===== src/rtl/fetch_unit.sv =====
// Instruction fetch: PC generation, credit-limited imem requests, in-flight PC
// tracking and a small registered instruction buffer feeding decode.
module fetch_unit #(
    parameter int               XLEN       = 32,
    parameter logic [XLEN-1:0]  RESET_PC   = '0,
    parameter int               FIFO_DEPTH = 2
) (
    input  logic            clk,
    input  logic            rst_n,
    output logic            imem_req_valid,
    input  logic            imem_req_ready,
    output logic [XLEN-1:0] imem_req_addr,
    input  logic            imem_resp_valid,
    input  logic [XLEN-1:0] imem_resp_data,
    input  logic            redirect_valid,
    input  logic [XLEN-1:0] redirect_pc,
    output logic            id_valid,
    input  logic            id_ready,
    output logic [XLEN-1:0] id_instr,
    output logic [XLEN-1:0] id_pc
);
    localparam int PW = $clog2(FIFO_DEPTH);
    localparam int CW = PW + 1;
    localparam logic [CW:0] DEPTH_C = (CW+1)'(FIFO_DEPTH);

    typedef struct packed {
        logic [XLEN-1:0] instr;
        logic [XLEN-1:0] pc;
    } fetch_entry_t;

    logic [XLEN-1:0] pc;
    logic [CW-1:0]   outstanding, drop_cnt, fifo_count;
    logic [PW-1:0]   fifo_wr, fifo_rd, infl_wr, infl_rd;
    fetch_entry_t    fifo_mem [FIFO_DEPTH];
    logic [XLEN-1:0] infl_mem [FIFO_DEPTH];
    logic [CW:0]     credits_used;
    logic            req_fire, resp_keep, pop;

    // Buffered plus in-flight never exceeds depth, so every kept response has a slot.
    assign credits_used   = {1'b0, fifo_count} + {1'b0, outstanding};
    assign imem_req_valid = rst_n && !redirect_valid && (credits_used < DEPTH_C);
    assign imem_req_addr  = pc;
    assign req_fire       = imem_req_valid && imem_req_ready;
    assign resp_keep      = imem_resp_valid && !redirect_valid && (drop_cnt == '0);

    assign id_valid = (fifo_count != '0);
    assign pop      = id_valid && id_ready;
    assign id_instr = id_valid ? fifo_mem[fifo_rd].instr : '0;
    assign id_pc    = id_valid ? fifo_mem[fifo_rd].pc    : '0;

    always_ff @(posedge clk or negedge rst_n) begin
        if (!rst_n) begin
            pc          <= RESET_PC;
            outstanding <= '0;
            drop_cnt    <= '0;
        end else begin
            outstanding <= outstanding + CW'(req_fire) - CW'(imem_resp_valid);
            if (redirect_valid) begin
                pc       <= {redirect_pc[XLEN-1:2], 2'b00};
                // A response landing in the redirect cycle is discarded here, not counted.
                drop_cnt <= outstanding - CW'(imem_resp_valid);
            end else begin
                if (req_fire)
                    pc <= pc + XLEN'(4);
                if (imem_resp_valid && drop_cnt != '0)
                    drop_cnt <= drop_cnt - CW'(1);
            end
        end
    end

    always_ff @(posedge clk or negedge rst_n) begin
        if (!rst_n) begin
            fifo_wr    <= '0;
            fifo_rd    <= '0;
            fifo_count <= '0;
            infl_wr    <= '0;
            infl_rd    <= '0;
        end else if (redirect_valid) begin
            fifo_wr    <= '0;
            fifo_rd    <= '0;
            fifo_count <= '0;
            infl_wr    <= '0;
            infl_rd    <= '0;
        end else begin
            if (req_fire)  infl_wr <= infl_wr + PW'(1);
            if (resp_keep) infl_rd <= infl_rd + PW'(1);
            if (resp_keep) fifo_wr <= fifo_wr + PW'(1);
            if (pop)       fifo_rd <= fifo_rd + PW'(1);
            fifo_count <= fifo_count + CW'(resp_keep) - CW'(pop);
        end
    end

    // Storage needs no reset: contents are only visible behind the counters.
    always_ff @(posedge clk) begin
        if (req_fire)
            infl_mem[infl_wr] <= pc;
        if (resp_keep)
            fifo_mem[fifo_wr] <= '{instr: imem_resp_data, pc: infl_mem[infl_rd]};
    end

endmodule


===== config.mk =====
export PLATFORM = sky130hd
export DESIGN_NAME = fetch_unit
export DESIGN_NICKNAME = d
export VERILOG_FILES = /design/src/rtl/fetch_unit.sv
export SDC_FILE = /design/constraint.sdc
export NUM_CORES = 1
export LEC_CHECK = 0
export CELL_PAD_IN_SITES_DETAIL_PLACEMENT = 1
export CELL_PAD_IN_SITES_GLOBAL_PLACEMENT = 2
export CORE_MARGIN = 5
export CORE_UTILIZATION = 35
export CTS_BUF_LIST = sky130_fd_sc_hd__clkbuf_4
export DETAILED_ROUTE_END_ITERATION = 6
export PLACE_DENSITY = 0.8
export RECOVER_POWER = 100
export SLEW_MARGIN = 0
export SYNTH_ARGS = -nofsm -noshare
export SYNTH_HDL_FRONTEND = slang
export SYNTH_SLANG_ARGS = --single-unit

===== constraint.sdc =====
create_clock -name clk -period 7 [get_ports clk]
set_input_delay 1.4 -clock clk [delete_from_list [all_inputs] [get_ports clk]]
set_output_delay 1.4 -clock clk [all_outputs]
set_load 0.005 [all_outputs]

==> results.md <==
* Synth Cell Area at 9100 µm²
* Maximum Capacitance Violations at 3
* Worst VDD drop at 0.123 mV
* Starting Density at 35.2%
* Part of the Yosys area used for sequential elements at 71.7%
* Clock group share of total power at 30.2%
* Largest buffer count on any clock path at 3
* Total wire length at 21.3 mm
* Post-synthesis cell count at 611
* DP HPWL at 14.2 mm
* Final-stage net count at 892
* Number of gates given a new drive strength after cts at 0
* Most instantiated flip-flop cell in the synthesis netlist: edfxtp_1
* Number of global-route vias before repair at 6309
* Commonest cells after routing, fill and taps aside: edfxtp_1, dlygate4sd3_1, nor2_1, clkbuf_4, mux2i_1
* Rel. slew slack at -120%
* Die H at 171 µm
* Number of remaining DRC errors at 0
* Number of antenna-violating nets in the routed design at 0
* Layout Skew at 43.3 ps
* Die Wd at 171 µm
* Worst-case hold slack at 545 ps
* Combinational fraction of design power at 21.4%
* Share of total power in sequential cells at 48.3%
* Final total negative setup slack at 0 ps
* First-pass iteration count of the detailed router at 4
* H-Tree Level Count at 2
* Number of antenna violations at the first check in global routing at 1
* Root buf cell: clkbuf_4
* Worst-Skew Late Latency at 660 ps
* Netlist cell types at 38
* Global-route wire length before repair at 33.7 mm
* Kind of path behind the tightest hold check: flip-flop to flip-flop
* Fin util at 45.5%
* Warnings from Yosys at 0
* Hold Vio Cnt, Final at 0
* Floorplan die area at 29300 µm²
* Register bit count reported by yosys at 224
* Outcome: finished, violations left
* Proportion of synthesized flip-flops having asynchronous set or reset at 17.9%
* Actual transition at the worst max-transition pin at 3300 ps
* Number of buffers added to fix hold violations after cts at 0
* RSZ-0062 raised after global routing: no
* Total number of vias at 5650
* Final critical-path required period at 5360 ps
* Area growth from synthesis to layout at 29.2%
* Fraction of synthesized cell area taken by the top area cell type at 60.7%
* Startpoint-to-endpoint class of the critical path: input port to flip-flop
* Share of post-route cells with drive strength above 1 at 12.7%
* Routed length per placed instance at 17.9 µm
* Number of synthesized flops with an enable pin at 184
* Initial detailed-routing violation count at 172
* Average footprint of a synthesized cell at 14.9 µm²
* Largest fanout on the critical path at 66
* Fin crit share at 76.6%
* Pins over their slew limit at 134
* Most common library cell in the layout ignoring fill and taps: edfxtp_1
* CTS buffer count at 57
* Violated checks: max-capacitance violations, max-slew violations
* Largest net degree at the start of global routing at 67
* Number of failing setup endpoints in the final timing report at 0
* Final weighted congestion of routability-driven global placement at 0.757
* Critical path startpoint category: input port
* Clock tree from TritonCTS: built
* Internal Power at 2600 µW
* Vias/cell at 4.76
* Count of boundary I/O pins at 168
* Worst-path clk slew at 70 ps
* Switching power of the nets at 1010 µW
* Highest clock rate at 187 MHz
* Overall Global Routing Usage at 14.6%
* Biggest area contributors in the synthesized netlist: edfxtp_1, dfrtp_1, mux2i_1
* Leakage power figure at 0.00427 µW
* Arrival time of data at the critical path endpoint at 5520 ps
* Total congestion overflow after global routing at 0
* Post-CTS setup-driven buffer insertion count at 0
* CORE AREA at 25800 µm²
* Switch share at 28.1%
* Req. time, crit path at 7160 ps
* Number of buffers added on ports at 161
* Std-Cell Rows at 59
* Total clock sinks at 224
* Worst Setup End Kind: flip-flop
* Top cell type by total area after synthesis: edfxtp_1
* Power per standard cell area at 307 nW/µm²
==> synthesized netlist by cell type (2+ instances only) <==
master,instances
edfxtp_1,184
nor2_1,80
mux2i_1,63
nand2_1,43
dfrtp_1,40
mux2_2,31
o21ai_0,30
xor2_1,26
clkbuf_1,15
nand3_1,15
nand4_1,14
xnor2_1,11
inv_1,8
buf_1,7
ha_1,7
and3_1,5
and2_1,4
buf_4,4
nor3_1,3
nor4_1,2
nor4_4,2
==> per-stage QoR <==
stage	area [µm²]	instances	setup WS [ps]	power [µW]
finish	11800	1188	1640	3610
global route	11800	1187	1300	3840
CTS	11800	1186	2690	3770
detailed placement	11100	1090	2720	2640
global placement	11100	1090	2740	2610
floorplan	9110	614	2070	2170
==> final cells by class <==
class / count / area, µm²
inverter: 9 / 33.8
fill: 2621 / 14100
sequential: 224 / 6530
clock inverter: 18 / 130
multi-input combinational: 353 / 2420
timing repair buffer: 169 / 1640
tap: 335 / 419
clock buffer: 78 / 586
antenna: 2 / 5.00
==> per-layer routing <==
layer / wire length [µm] / vias up / global-route usage [%] / share of wire [%]
li1: - / 2662 / - / -
met1: 8850 / 2779 / 17.3 / 42
met4: 568 / 0 / 6.27 / 2.7
met5: 0 / - / 0 / 0
met2: 10800 / 162 / 25.7 / 50
met3: 1140 / 47 / 3.06 / 5.3
==> registers in the layout, summed over array words and instances (netlist names) <==
| signal | cells |
|---|---|
| infl_wr | 1 |
| imem_req_addr | 30 |
| fifo_rd | 1 |
| infl_mem | 60 |
| fifo_count | 2 |
| drop_cnt | 2 |
| fifo_mem | 124 |
| infl_rd | 1 |
| outstanding | 2 |
| fifo_wr | 1 |
==> worst paths after layout <==
| check | from | to | slack [ps] | cells after the start |
|---|---|---|---|---|
| max reg2reg | drop_cnt[0]$_DFFE_PN0P_ | fifo_mem[0][48]$_DFFE_PP_ | 2450 | 5 |
| min in group asynchronous | rst_n | drop_cnt[0]$_DFFE_PN0P_ | 830 | 2 |
| max | redirect_valid | fifo_mem[0][48]$_DFFE_PP_ | 1640 | 6 |
| min reg2reg | infl_mem[0][14]$_DFFE_PP_ | fifo_mem[0][14]$_DFFE_PP_ | 540 | 1 |
| max in group asynchronous | rst_n | fifo_rd$_DFFE_PN0P_ | 5700 | 2 |
| min | infl_mem[0][14]$_DFFE_PP_ | fifo_mem[0][14]$_DFFE_PP_ | 540 | 1 |
==> power groups by stage <==
stage          clock, µW  combinational, µW  sequential [µW]
2_1_floorplan          0                486             1690
3_3_place_gp           0                842             1760
3_5_place_dp           0                869             1780
4_1_cts             1150                874             1750
5_1_grt             1210                858             1770
6_report            1090                774             1750
==> cells by family (layout without fill, tap and decap cells) <==
logic type | Yosys count | in the layout | share of synthesized area (%)
xor gates and xnor gates | 37 | 37 | 3.56
buffers and inverters | 37 | 274 | 1.79
adders and majority gates | 8 | 8 | 1.18
AOI/OAI and AO/OA | 34 | 34 | 1.95
other | 1 | 6 | 0.0412
DFF | 224 | 224 | 71.7
and+or+nand+nor | 176 | 176 | 9.03
muxes | 94 | 94 | 10.8
==> worst max-delay path, stage by stage <==
cell      delay (ps)
buf_2             90
buf_4            310
clkinv_1         270
nand3_1          170
nor2_1           820
clkbuf_1        2400
No activity file was read; power rests on OpenSTA's default activity.
